<file path="src/rtl/mem_arbiter.sv">
// mem_arbiter: round-robin arbiter placing core fetch/read/write and DMA accesses on one req/ack memory port.
// Latency: request in IDLE -> mem_req next cycle -> done pulse the cycle after mem_ack -> back in IDLE.
// Backpressure: requesters hold level until their pulse; optional watchdog abort under MEM_TIMEOUT_EN.
module mem_arbiter #(
   parameter int RV      = 16,   // data width, 16 or 32
   parameter int VA      = RV,
   parameter int TIMEOUT = 255
) (
   input  logic                clk,
   input  logic                reset_n,
   input  logic                ifetch,
   input  logic [1:0]          rstrobe,
   input  logic [RV/8-1:0]     wmask,
   input  logic                io_access,
   input  logic [VA-RV/16-1:0] addr,
   input  logic [RV-1:0]       wdata,
   output logic                idone,
   output logic                rdone,
   output logic                wdone,
   output logic [RV-1:0]       rdata,
   input  logic                dma_req,
   input  logic                dma_we,
   input  logic [VA-RV/16-1:0] dma_addr,
   input  logic [RV-1:0]       dma_wdata,
   input  logic [RV/8-1:0]     dma_wmask,
   output logic                dma_ack,
   output logic                mem_req,
   output logic                mem_we,
   output logic                mem_io,
   output logic [VA-RV/16-1:0] mem_addr,
   output logic [RV-1:0]       mem_wdata,
   output logic [RV/8-1:0]     mem_wmask,
   input  logic                mem_ack,
   input  logic [RV-1:0]       mem_rdata,
   output logic                bus_err
);

   typedef enum logic [1:0] {S_IDLE, S_BUSY, S_DONE} state_t;
   typedef enum logic [1:0] {K_FETCH, K_READ, K_WRITE} kind_t;

   state_t state;
   kind_t  kind;
   kind_t  core_kind;
   logic   owner;        // 1 = DMA owns the current access
   logic   last;         // 1 = DMA was granted most recently
   logic   core_pend;
   logic   grant_dma;
   logic   timeout_hit;

   assign core_pend = ifetch | (|rstrobe) | (|wmask);
   // On a tie the requester not served last wins.
   assign grant_dma = dma_req & (~core_pend | ~last);

   always_comb begin
      core_kind = K_WRITE;
      if (ifetch)
         core_kind = K_FETCH;
      else if (|rstrobe)
         core_kind = K_READ;
   end

   always_ff @(posedge clk or negedge reset_n) begin
      if (!reset_n) begin
         state     <= S_IDLE;
         kind      <= K_FETCH;
         owner     <= 1'b0;
         last      <= 1'b1;
         mem_req   <= 1'b0;
         mem_we    <= 1'b0;
         mem_io    <= 1'b0;
         mem_addr  <= '0;
         mem_wdata <= '0;
         mem_wmask <= '0;
         rdata     <= '0;
         idone     <= 1'b0;
         rdone     <= 1'b0;
         wdone     <= 1'b0;
         dma_ack   <= 1'b0;
      end else begin
         idone   <= 1'b0;
         rdone   <= 1'b0;
         wdone   <= 1'b0;
         dma_ack <= 1'b0;
         case (state)
            S_IDLE: begin
               if (core_pend || dma_req) begin
                  state   <= S_BUSY;
                  mem_req <= 1'b1;
                  owner   <= grant_dma;
                  if (grant_dma) begin
                     kind      <= dma_we ? K_WRITE : K_READ;
                     mem_we    <= dma_we;
                     mem_io    <= 1'b0;
                     mem_addr  <= dma_addr;
                     mem_wdata <= dma_wdata;
                     mem_wmask <= dma_wmask;
                  end else begin
                     kind      <= core_kind;
                     mem_we    <= (core_kind == K_WRITE);
                     mem_io    <= (core_kind == K_FETCH) ? 1'b0 : io_access;
                     mem_addr  <= addr;
                     mem_wdata <= wdata;
                     mem_wmask <= (core_kind == K_WRITE) ? wmask : '0;
                  end
               end
            end
            S_BUSY: begin
               if (mem_ack || timeout_hit) begin
                  state   <= S_DONE;
                  mem_req <= 1'b0;
                  idone   <= !owner && (kind == K_FETCH);
                  rdone   <= !owner && (kind == K_READ);
                  wdone   <= !owner && (kind == K_WRITE);
                  dma_ack <= owner;
                  // An ack coinciding with the watchdog limit still completes normally.
                  if (!mem_ack)
                     rdata <= '0;
                  else if (kind != K_WRITE)
                     rdata <= mem_rdata;
               end
            end
            S_DONE: begin
               state <= S_IDLE;
               last  <= owner;
            end
            default: state <= S_IDLE;
         endcase
      end
   end

`ifdef MEM_TIMEOUT_EN
   localparam int CW = ($clog2(TIMEOUT + 1) > 8) ? $clog2(TIMEOUT + 1) : 8;

   logic [CW-1:0] cnt;

   assign timeout_hit = (cnt == CW'(TIMEOUT));

   always_ff @(posedge clk or negedge reset_n) begin
      if (!reset_n) begin
         cnt     <= '0;
         bus_err <= 1'b0;
      end else begin
         bus_err <= (state == S_BUSY) && timeout_hit && !mem_ack;
         if (state == S_BUSY)
            cnt <= cnt + CW'(1);
         else
            cnt <= '0;
      end
   end
`else
   logic unused_timeout;
   assign unused_timeout = (TIMEOUT > 0);
   assign timeout_hit    = 1'b0;
   assign bus_err        = 1'b0;
`endif

endmodule
</file>
<file path="config.mk">
export PLATFORM = sky130hd
export DESIGN_NAME = mem_arbiter
export DESIGN_NICKNAME = d
export VERILOG_FILES = /design/src/rtl/mem_arbiter.sv
export SDC_FILE = /design/constraint.sdc
export NUM_CORES = 1
export LEC_CHECK = 0
export CORE_MARGIN = 10
export CORE_UTILIZATION = 41
export DETAILED_ROUTE_END_ITERATION = 10
export HOLD_SLACK_MARGIN = 0.1
export MAX_ROUTING_LAYER = met4
export PLACE_DENSITY = 0.85
export SYNTH_ARGS = -nofsm -noshare
export SYNTH_HDL_FRONTEND = slang
export SYNTH_SLANG_ARGS = --single-unit
</file>
<file path="constraint.sdc">
create_clock -name clk -period 2.7 [get_ports clk]
set_input_delay 0.54 -clock clk [delete_from_list [all_inputs] [get_ports clk]]
set_output_delay 0.54 -clock clk [all_outputs]
set_load 0.03 [all_outputs]
</file>
=== After elaboration in Yosys (flattened, before gate mapping) ===
Index checks and enable logic that the tools add are counted.

* Word-level logic and storage cells: 69
* Register bits after elaboration: 62
* Bits of input ports: 91
* Output and inout port bits: 57

* Bitwise gates (word level): 6
* Mux-type cells: 25
* Reductions and logical operators: 15
* Equality and inequality tests: 8

{| class="wikitable"
|+ Operators by type and width
! kind !! count
|-
| 2-to-1 mux 16 bit || 1
|-
| 2-to-1 mux 2 bit || 8
|-
| 2-to-1 mux 15 bit || 1
|-
| 2-to-1 mux 1 bit || 13
|-
| == test 2 bit (second input constant) || 3
|-
| logical NOT 2 bit || 3
|-
| != test 2 bit (second input constant) || 3
|-
| AND reduction 3 bit || 2
|-
| == test 2 x 1 -> 1 bit (second input constant) || 2
|-
| case mux 2 bit (2 select lines) || 1
|-
| AND reduction 2 bit || 2
|-
| OR reduction 2 bit || 2
|-
| logical AND 1 bit || 3
|-
| OR 1 bit || 3
|-
| inverter 1 bit || 2
|-
| case mux 1 bit (2 select lines) || 1
|-
| nonzero test 2 bit || 1
|-
| bitwise AND 1 bit || 1
|-
| logical NOT 1 bit || 1
|-
| logical OR 1 bit || 1
|}

=== Depth between registers and ports, before layout ===
Gate-level depths: netlist of run 1.

* Depth after elaboration: 7
* Mapped depth: 6
* Depth with buffers taken out: 4

=== Worst setup path before layout of run 1 ===
No wires, ideal clock.

* Path kind: input to register
* Start: input port mem_ack
* End: register rdata[0]
* Arrival: 1.398 ns
* Path slack: 1.177 ns
* Stages on the path: 4
* Data required time: 2.575 ns
* Buffers on the path: 1
* Setup time: 0.125 ns
* Path through: nand3_2 a21oi_4 buf_6 mux2_2

* Cells in the longest elaborated chain, start to end: 1

{| class="wikitable"
|+ Ends and longest elaborated chain
! what !! RTL line !! RTL
|-
| start: declaration || 33 || <nowiki>input logic mem_ack,</nowiki>
|-
| AND reduction 3 bit (no source line) || - ||
|-
| end signal: assignment || 119 || <nowiki>rdata <= mem_rdata;</nowiki>
|-
| end: declaration || 20 || <nowiki>output logic [RV-1:0] rdata,</nowiki>
|}

Every way passes these cells.
A chain may end at the register's enable or synchronous reset.

=== Worst setup path after layout of run 1 ===
* Start: input port dma_req
* End: register mem_addr[5]

* Cells in the longest elaborated chain, start to end: 2
* Elaborated cells on any way between the ends: 4
* Classes of those cells: mux: 1; bitwise: 1; reduce/logical: 2

{| class="wikitable"
|+ Ends and longest elaborated chain
! what !! RTL line !! RTL
|-
| start: declaration || 21 || <nowiki>input logic dma_req,</nowiki>
|-
| bitwise AND 1 bit or logical OR 1 bit (tied branches) || 52, 86 ||
|-
| 2-to-1 mux 15 bit or AND reduction 2 bit (tied branches) || - ||
|-
| end signal: assignment || 94 || <nowiki>mem_addr <= dma_addr;</nowiki>
|-
| end signal: assignment || 101 || <nowiki>mem_addr <= addr;</nowiki>
|-
| end: declaration || 30 || <nowiki>output logic [VA-RV/16-1:0] mem_addr,</nowiki>
|}

Parallel ways exist; a longest one is shown, timed or not.

==> qor.yml, run 1 <==
tns_ps: 0
synth.avg_cell_area_um2: 10.04
reg2reg_depth: 5
cp.arrival_ps: 2410
die_area_um2: 10080
vias_per_cell: 5.000
routabilityCongestion: 0.7558
crit_family: "buffers and inverters"
drc: 0
cts_resized: 0
antennaDiodeCount: 0
period_minus_slack_ps: 2161
netlist_instances: 264
p_per_area_nw_per_um2: 1242
cp-end-kind: "flop"
timing.final.crit_share_pct: 80.03
crit_buf_inv: 2
crit_slowest_cell: "a21oi_2"
clock-sinks: 61
yosysTopAreaCellShare_pct: 56.66
critPathMaxStageDelay_ps: 510
cap_violations: 0
fin_ws_ps: 539.3
regToRegSetupSlack_ps: 800
peakVddDrop_mv: 0.8917
pre_cts_ws_ps: 164.6
worst-path-max-fanout: 20
post_drt_wl_per_cell_um: 17.33
path_class: "in2reg"
ys_warn_count: 0
antenna_left: 0
synth.cells.most_frequent: "nand2_1 (63), dfrtp_1 (60), nor2_1 (38)"
overflow: 0
dr_total_vias: 2460
drt-pass1-iter-count: 4
cts.root.buffer_cell: "clkbuf_8"
grt_setup_unrepaired: "no"
outcome: "finished, final reports clean"
synth_edf_count: 0
cts_made_buffers: 9
clk_latency_ps: 340
post-synth-top-count-cell: "nand2_1"
antenna_found_initial: 0
hold_ws_ps: 237.7
ys_seq_elements: 61
r2r-end: "mem_addr[5]"
io_buffers: 146
clk_path_buf_depth: 2
hold_viol: 0
cts_tree: "built"
dieHeight_um: 100.4
areaGrowthSynthToFinish_pct: 66.62
cp_cell_sequence: "clkdlybuf4s50_1, nor3b_2, a21oi_2, buf_4, nand2_1, a31oi_1"
clock_skew_ps: 5.901
synth_area_um2: 2650
tightest_slew_ps: 693.2
io_pins: 148
critPathLaunchType: "input pin"
initialDrtViolationCount: 57
slew_violations: 0
nets: 501
timing.rr.start: "last"
leakagePower_nw: 1.826
hold_path_class: "in2async"
ys.flop_type: "dfrtp_1"
grt_max_degree: 77
grtUsageTotal_pct: 17.00
ys_async_sr_fraction_pct: 100.0
required_ps: 2950
syn_nets: 355
cts_setup_buffers: 0
fmax_ghz: 0.4628
setup_viol: 0
die_w_um: 100.4
slew_headroom_pct: 53.79
htree_levels: 3
synth_area_leaders: "dfrtp_1 (57%), nand2_1 (8.9%), a31oi_1 (7.3%)"
drive_above_1_share_pct: 11.33
cts_hold_buf: 0
rows: 29
clkSlewWorstSetupHoldPaths_ps: 70
dp_hpwl_um: 6593
start_util_pct: 41.97
routed_wl_um: 8526
synth-seq-area-share_pct: 57.65
grt_pass1_vias: 2612
grt_pass1_wl_um: 13200
synth_cell_type_count: 32
core_um2: 6314
yosysTopAreaCell: "dfrtp_1"
report_power, final:
| group | leakage (nW) | internal, mW | total, mW | switching, mW |
|---|---|---|---|---|
| combinational | 0.998 | 1.22 | 2.86 | 1.64 |
| sequential | 0.709 | 1.36 | 1.62 | 0.257 |
| clock | 0.119 | 0.636 | 1.01 | 0.370 |
| total | 1.83 | 3.22 | 5.48 | 2.26 |
state kept, by name, indices dropped and copies added (netlist names):
| register | flops |
|---|---|
| dma_ack | 1 |
| idone | 1 |
| kind | 1 |
| last | 1 |
| mem_addr | 15 |
| mem_io | 1 |
| mem_req | 1 |
| mem_wdata | 16 |
| mem_we | 1 |
| mem_wmask | 2 |
| owner | 1 |
| rdata | 16 |
| rdone | 1 |
| state | 2 |
| wdone | 1 |
worst max path at each step:
stage | from | to | depth (start not counted)
after floorplan | mem_ack | rdata[0] | 4
after global placement | ifetch | mem_wdata[0] | 6
after detailed placement | dma_req | mem_wdata[13] | 6
after CTS | dma_req | mem_wdata[13] | 6
after global routing | dma_req | mem_wdata[13] | 6
final | dma_req | mem_addr[5] | 6
metal layers:
layer	global-route usage, %	up-vias	part of all wire, %	wire length, um
met5	-	-	0	0
met4	6.630	0	2.2	191
met3	5.975	17	7.8	667
met2	28.39	93	50	4230
met1	18.06	1158	40	3436
li1	-	1192	-	-
layout by cell type, fill, tap and decap left out, drive strengths merged, types with 2 or more instances in the layout:
cell | netlist | layout
a31oi | 31 | 31
inv | 6 | 6
clkinvlp | 0 | 2
nand2 | 63 | 63
a21o | 2 | 2
mux2 | 16 | 16
a21oi | 8 | 8
nor2 | 38 | 38
clkdlybuf4s50 | 0 | 145
nor4 | 2 | 2
o21ai | 6 | 6
a32oi | 2 | 2
clkbuf | 0 | 10
nor3 | 2 | 2
dfrtp | 60 | 60
buf | 16 | 6
bufinv | 0 | 3
through the flow:
stage	cell area (um^2)	std cells	power [mW]	utilization, %
after CTS	4415	492	5.554	69.94
after global routing	4415	492	5.810	69.94
after global placement	4168	476	4.434	66.01
after floorplan	2650	264	3.311	-
after detailed placement	4168	476	4.530	66.01
final	4415	492	5.482	69.94
worst register-to-register path, stage by stage (launching register included):
cell     delay (ps)
dfstp_2         560
nor2b_1          90
a21oi_2         490
buf_4           370
nand2_1         100
a31oi_1         190
final cells by class:
class	count	area, um^2
tap	77	96.34
sequential	61	1528
fill	463	1898
multi-input combinational	181	1002
clock buffer	10	137.6
timing repair buffer	151	1519
clock inverter	6	110.1
inverter	6	22.52
logic make-up (layout without fill, tap and decap cells):
kind of cell	Yosys count	count (layout)	synth area share [%]
DFF	61	61	57.65
muxes	16	16	6.799
AOI/OAI and AO/OA	53	53	13.27
other	1	1	0.1415
buffers and inverters	22	173	4.816
and+or+nand+nor	111	111	17.33
Note: power is estimated with default switching activity, not from simulation.
==> inputs of run 2 (changes only) <==
- CORE_UTILIZATION: 41 -> 35
- PLACE_DENSITY: 0.85 -> 0.77
- clock period: 2.7 -> 1.98 ns (I/O delays scaled with it)
==> qor.yml, run 2 (synthesis gave the netlist of run 1 again) <==
clock-sinks: 61  # unchanged
dp_hpwl_um: 6972  # was 6593 um
hold_depth: 1
areaGrowthSynthToFinish_pct: 70.44  # was 66.62%
io_buffers: 146  # unchanged
htree_levels: 3  # unchanged
slew_headroom_pct: 66.62  # was 53.79%
use_met1_pct: 17.07  # was 18.06%
drive_above_1_share_pct: 12.11  # was 11.33%
rows: 31  # was 29
p_per_area_nw_per_um2: 1655  # was 1242 nW/um^2
setup_viol: 0  # unchanged
grt_setup_unrepaired: "no"  # unchanged
post-place-cells: 504  # was 476
grtUsageTotal_pct: 15.31  # was 17.00%
r2r-end: "rdata[1]"  # was mem_addr[5]
nets: 508  # was 501
core_um2: 7292  # was 6314 um^2
die_w_um: 107.0  # was 100.4 um
worst-path-max-fanout: 2  # was 20
slew_violations: 0  # unchanged
peakVddDrop_mv: 0.6502  # was 0.8917 mV
path_class: "reg2out"  # was in2reg
outcome: "finished, final reports clean"  # unchanged
cp-end-kind: "output pin"  # was flop
grt_pass1_wl_um: 13540  # was 13200 um
start_util_pct: 36.34  # was 41.97%
final_common_cell: "clkdlybuf4s50_1"  # unchanged
stdcell_count: 520  # was 492
dieHeight_um: 107.0  # was 100.4 um
fin_ws_ps: 187.8  # was 539.3 ps
cts_made_buffers: 9  # unchanged
post_drt_wl_per_cell_um: 16.79  # was 17.33 um
cp_cell_sequence: "clkdlybuf4s50_1"  # was clkdlybuf4s50_1, nor3b_2, a21oi_2, buf_4, nand2_1, a31oi_1
drt-pass1-iter-count: 4  # unchanged
dr_total_vias: 2474  # was 2460
critPathMaxStageDelay_ps: 710  # was 510 ps
antennaDiodeCount: 0  # unchanged
final_cell_mix: "clkdlybuf4s50_1 (144), nand2_1 (63), dfrtp_1 (60), nor2_1 (38), a31oi_1 (31)"  # was clkdlybuf4s50_1 (145), nand2_1 (63), dfrtp_1 (60), nor2_1 (38), a31oi_1 (31)
postLayoutCoreUtil_pct: 61.94  # was 69.94%
cts.root.buffer_cell: "clkbuf_8"  # unchanged
timing.rr.start: "state[1]"  # was last
antenna_found_initial: 0  # unchanged
leakagePower_nw: 1.872  # was 1.826 nW
crit_family: "buffers and inverters"  # unchanged
pre_cts_ws_ps: -54.42  # was 164.6 ps
hold_path_class: "reg2reg"  # was in2async
crit_slowest_cell: "clkdlybuf4s50_1"  # was a21oi_2
tightest_slew_ps: 500.7  # was 693.2 ps
reg2reg_depth: 5  # unchanged
initialDrtViolationCount: 103  # was 57
drc: 0  # unchanged
hold_viol: 0  # unchanged
overflow: 0  # unchanged
timing.final.crit_share_pct: 90.52
die_area_um2: 11450  # was 10080 um^2
routabilityCongestion: 0.7802  # was 0.7558
period_minus_slack_ps: 1792
critPathLaunchType: "flop"  # was input pin
antenna_left: 0  # unchanged
io_pins: 148  # unchanged
vias_per_cell: 4.758  # was 5.000
min_from: "mem_req"
cts_setup_buffers: 0  # unchanged
clk_path_buf_depth: 2  # unchanged
routed_wl_um: 8732  # was 8526 um
grt_pass1_vias: 2612  # unchanged
top_usage_layer: "met2"  # unchanged
top_regs: "mem_wdata: 16 flops, rdata: 16 flops, mem_addr: 15 flops"  # unchanged
hold_ws_ps: 487.0  # was 237.7 ps
grt_max_degree: 40  # was 77
clock_skew_ps: 7.077  # was 5.901 ps
cts_tree: "built"  # unchanged
clkSlewWorstSetupHoldPaths_ps: 70  # about the same
crit_buf_inv: 1  # was 2
clk_latency_ps: 330  # was 340 ps
met3_usage_pct: 4.192  # was 5.975%
fmax_ghz: 0.5580
grtUsageMet2_pct: 26.47  # was 28.39%
cp.arrival_ps: 1400  # was 2410 ps
required_ps: 1580  # was 2950 ps
regToRegSetupSlack_ps: 490  # was 800 ps
hold_path_end: "mem_req"
cap_violations: 0  # unchanged
[run 2: cell types whose count changed in the layout (fill, tap and decap cells not counted), sizes merged]
cell           before  now
buf                 6   12
bufinv              3    2
clkbuf             10   11
clkdlybuf4s50     145  144
clkinvlp            2    1
dlygate4sd3         0    1
dlymetal6s2s        0    1
[run 2: where the power goes]
group / internal (mW) / switching (mW)
combinational: 1.78 / 2.27
clock: 0.735 / 0.470
sequential: 1.86 / 0.359
[run 2: per-layer routing]
metal  share of wire, %  vias to the layer above  wire [um]
met4               0.93                        0         81
met1                 42                     1176       3690
met3                4.9                       10        430
li1                   -                     1206          -
met5                  0                        -          0
met2                 52                       82       4529
[run 2: worst max-delay path by stage]
stage                     cells past startpoint  slack (ps)    startpoint             to
after floorplan                               5         510      state[1]       rdata[0]
after CTS                                     1          30        mem_we         mem_we
after global placement                        6          40       dma_req   mem_addr[12]
final                                         1         190  mem_addr[13]   mem_addr[13]
after global routing                          1         140  mem_addr[13]   mem_addr[13]
after detailed placement                      6         -50      wmask[0]  mem_wdata[11]
[run 2: repair_timing]
action | in CTS | in global routing
resized for setup | 0 | 1
endpoints found under the setup margin | 0 | 1
hold buffers | 1 | 0
hold endpoints to repair | 17 | 0
[run 2: final cells by class]
class,instances,area (um^2)
Timing Repair Buffer,158,1627
Inverter,6,22.52
Multi-Input combinational cell,181,1002
Clock inverter,4,72.57
Sequential cell,61,1528
Fill cell,653,2775
Tap cell,99,123.9
Clock buffer,11,141.4
[run 2: worst reg2reg max path: stages, from the launching register on]
cell	delay, ps
dfrtp_1	420
inv_1	140
nand3_2	130
a21oi_4	170
buf_12	170
mux2_2	350
[run 2: stage by stage]
stage,TNS [ps],cell area (um^2),total power [mW]
2_1_floorplan,0,2650,4.515
3_3_place_gp,0,4290,6.236
3_5_place_dp,-183.3,4290,6.349
4_1_cts,0,4514,7.559
5_1_grt,0,4517,7.906
6_report,0,4517,7.475
==> inputs of run 3 (changes only) <==
- CTS_BUF_LIST: default -> sky130_fd_sc_hd__clkbuf_4 sky130_fd_sc_hd__clkbuf_8 sky130_fd_sc_hd__clkbuf_16
==> qor.yml, run 3 (synthesis gave the netlist of run 1 again) <==
grt_pass1_wl_um: 13540  # about the same
r2r-end: "rdata[1]"  # unchanged
postLayoutCoreUtil_pct: 61.99  # was 61.94%
min_from: "mem_req"  # unchanged
slew_violations: 0  # unchanged
cts.root.buffer_cell: "clkbuf_8"  # unchanged
die_area_um2: 11450  # unchanged
initialDrtViolationCount: 95  # was 103
antenna_left: 0  # unchanged
crit_family: "buffers and inverters"  # unchanged
final_common_cell: "clkdlybuf4s50_1"  # unchanged
grt_max_degree: 40  # unchanged
routed_wl_um: 8732  # unchanged
vias_per_cell: 4.756  # was 4.758
clock-sinks: 61  # unchanged
p_comb_share_pct: 54.1  # was 54.2%
start_util_pct: 36.34  # unchanged
htree_levels: 3  # unchanged
drt-pass1-iter-count: 4  # unchanged
outcome: "finished, final reports clean"  # unchanged
overflow: 0  # unchanged
reg2reg_depth: 5  # unchanged
hold_viol: 0  # unchanged
critPathLaunchType: "flop"  # unchanged
peakVddDrop_mv: 0.6501  # was 0.6502 mV
io_buffers: 146  # unchanged
cp.arrival_ps: 1400  # about the same
p_per_area_nw_per_um2: 1657  # was 1655 nW/um^2
grt_setup_unrepaired: "no"  # unchanged
worst-path-max-fanout: 2  # unchanged
cap_violations: 0  # unchanged
nets: 508  # unchanged
p_switching_mw: 3.098  # about the same
period_minus_slack_ps: 1792  # about the same
drive_above_1_share_pct: 12.35  # was 12.11%
crit_buf_inv: 1  # unchanged
p_seq_share_pct: 29.6  # was 29.7%
power.switching_fraction_pct: 41.37  # was 41.44%
grt_pass1_vias: 2610  # was 2612
path_class: "reg2out"  # unchanged
antenna_found_initial: 0  # unchanged
core_um2: 7292  # unchanged
fillers: 651  # was 653
regToRegSetupSlack_ps: 490  # about the same
areaGrowthSynthToFinish_pct: 70.59  # was 70.44%
cp_cell_sequence: "clkdlybuf4s50_1"  # unchanged
required_ps: 1580  # about the same
cp-end-kind: "output pin"  # unchanged
slew_headroom_pct: 66.62  # unchanged
p_int_mw: 4.391  # was 4.377 mW
die_w_um: 107.0  # unchanged
hold_path_class: "reg2reg"  # unchanged
clkSlewWorstSetupHoldPaths_ps: 70  # about the same
clock_skew_ps: 7.077  # unchanged
clk_path_buf_depth: 2  # unchanged
antennaDiodeCount: 0  # unchanged
tightest_slew_ps: 500.7  # unchanged
io_pins: 148  # unchanged
timing.rr.start: "state[1]"  # unchanged
cts_setup_buffers: 0  # unchanged
timing.final.crit_share_pct: 90.52  # about the same
hold_path_end: "mem_req"  # unchanged
crit_slowest_cell: "clkdlybuf4s50_1"  # unchanged
rows: 31  # unchanged
final_cell_mix: "clkdlybuf4s50_1 (144), nand2_1 (63), dfrtp_1 (60), nor2_1 (38), a31oi_1 (31)"  # unchanged
cts_made_buffers: 9  # unchanged
setup_viol: 0  # unchanged
top_regs: "mem_wdata: 16 flops, rdata: 16 flops, mem_addr: 15 flops"  # unchanged
routabilityCongestion: 0.7802  # unchanged
leakagePower_nw: 1.876  # was 1.872 nW
dp_hpwl_um: 6972  # unchanged
post_drt_wl_per_cell_um: 16.79  # unchanged
hold_ws_ps: 487.0  # unchanged
drc: 0  # unchanged
cts_tree: "built"  # unchanged
hold_depth: 1  # unchanged
p_clk_share_pct: 16.3  # was 16.1%
dr_total_vias: 2473  # was 2474
dieHeight_um: 107.0  # unchanged
critPathMaxStageDelay_ps: 710  # about the same
grtUsageTotal_pct: 15.31  # unchanged
fmax_ghz: 0.5580  # about the same
clk_latency_ps: 330  # about the same
[run 3: cell counts in the layout (fill, tap and decap cells not counted)]
Identical to the previous run, type by type.
[run 3: worst max path at each step]
| stage | cells after the start | end | start | slack [ps] |
|---|---|---|---|---|
| after floorplan | 5 | rdata[0] | state[1] | 510 |
| after global placement | 6 | mem_addr[12] | dma_req | 40 |
| after detailed placement | 6 | mem_wdata[11] | wmask[0] | -50 |
| after CTS | 1 | mem_we | mem_we | 30 |
| after global routing | 1 | mem_addr[13] | mem_addr[13] | 140 |
| final | 1 | mem_addr[13] | mem_addr[13] | 190 |
[run 3: metrics by stage]
step	setup WS [ps]	area, um^2	cells	total power, mW	TNS (ps)
after global placement	35.25	4290	504	6.236	0
final	187.8	4521	520	7.489	0
after global routing	144.7	4521	520	7.919	0
after CTS	29.97	4518	520	7.573	0
after detailed placement	-54.42	4290	504	6.349	-183.3
after floorplan	509.8	2650	264	4.515	0
[run 3: power by group through the flow]
stage	logic (mW)	registers, mW	clock network, mW
after global routing	4.31	2.31	1.30
final	4.05	2.22	1.22
after global placement	4.03	2.21	0
after CTS	4.11	2.23	1.23
after floorplan	1.22	3.30	0
after detailed placement	4.10	2.25	0
[run 3: timing repair]
action | 4_1_cts | 5_1_grt
hold buffers | 1 | 0
hold endpoints to repair | 17 | 0
endpoints found under the setup margin | 0 | 1
resized for setup | 0 | 1
[run 3: layer usage]
metal,routed length [um],track usage [%],vias up,part of all wire (%)
met4,81,3.965,0,0.93
met5,0,-,-,0
li1,-,-,1206,-
met1,3684,17.03,1175,42
met3,430,4.192,10,4.9
met2,4536,26.51,82,52
[run 3: area by class of cell]
cell class | count | area [um^2] | share of cell area [%]
timing repair buffer | 158 | 1627 | 35.98
inverter | 6 | 22.52 | 0.4982
multi-input combinational | 181 | 1002 | 22.17
sequential | 61 | 1528 | 33.79
tap | 99 | 123.9 | 2.740
clock inverter | 4 | 72.57 | 1.605
clock buffer | 11 | 145.1 | 3.211
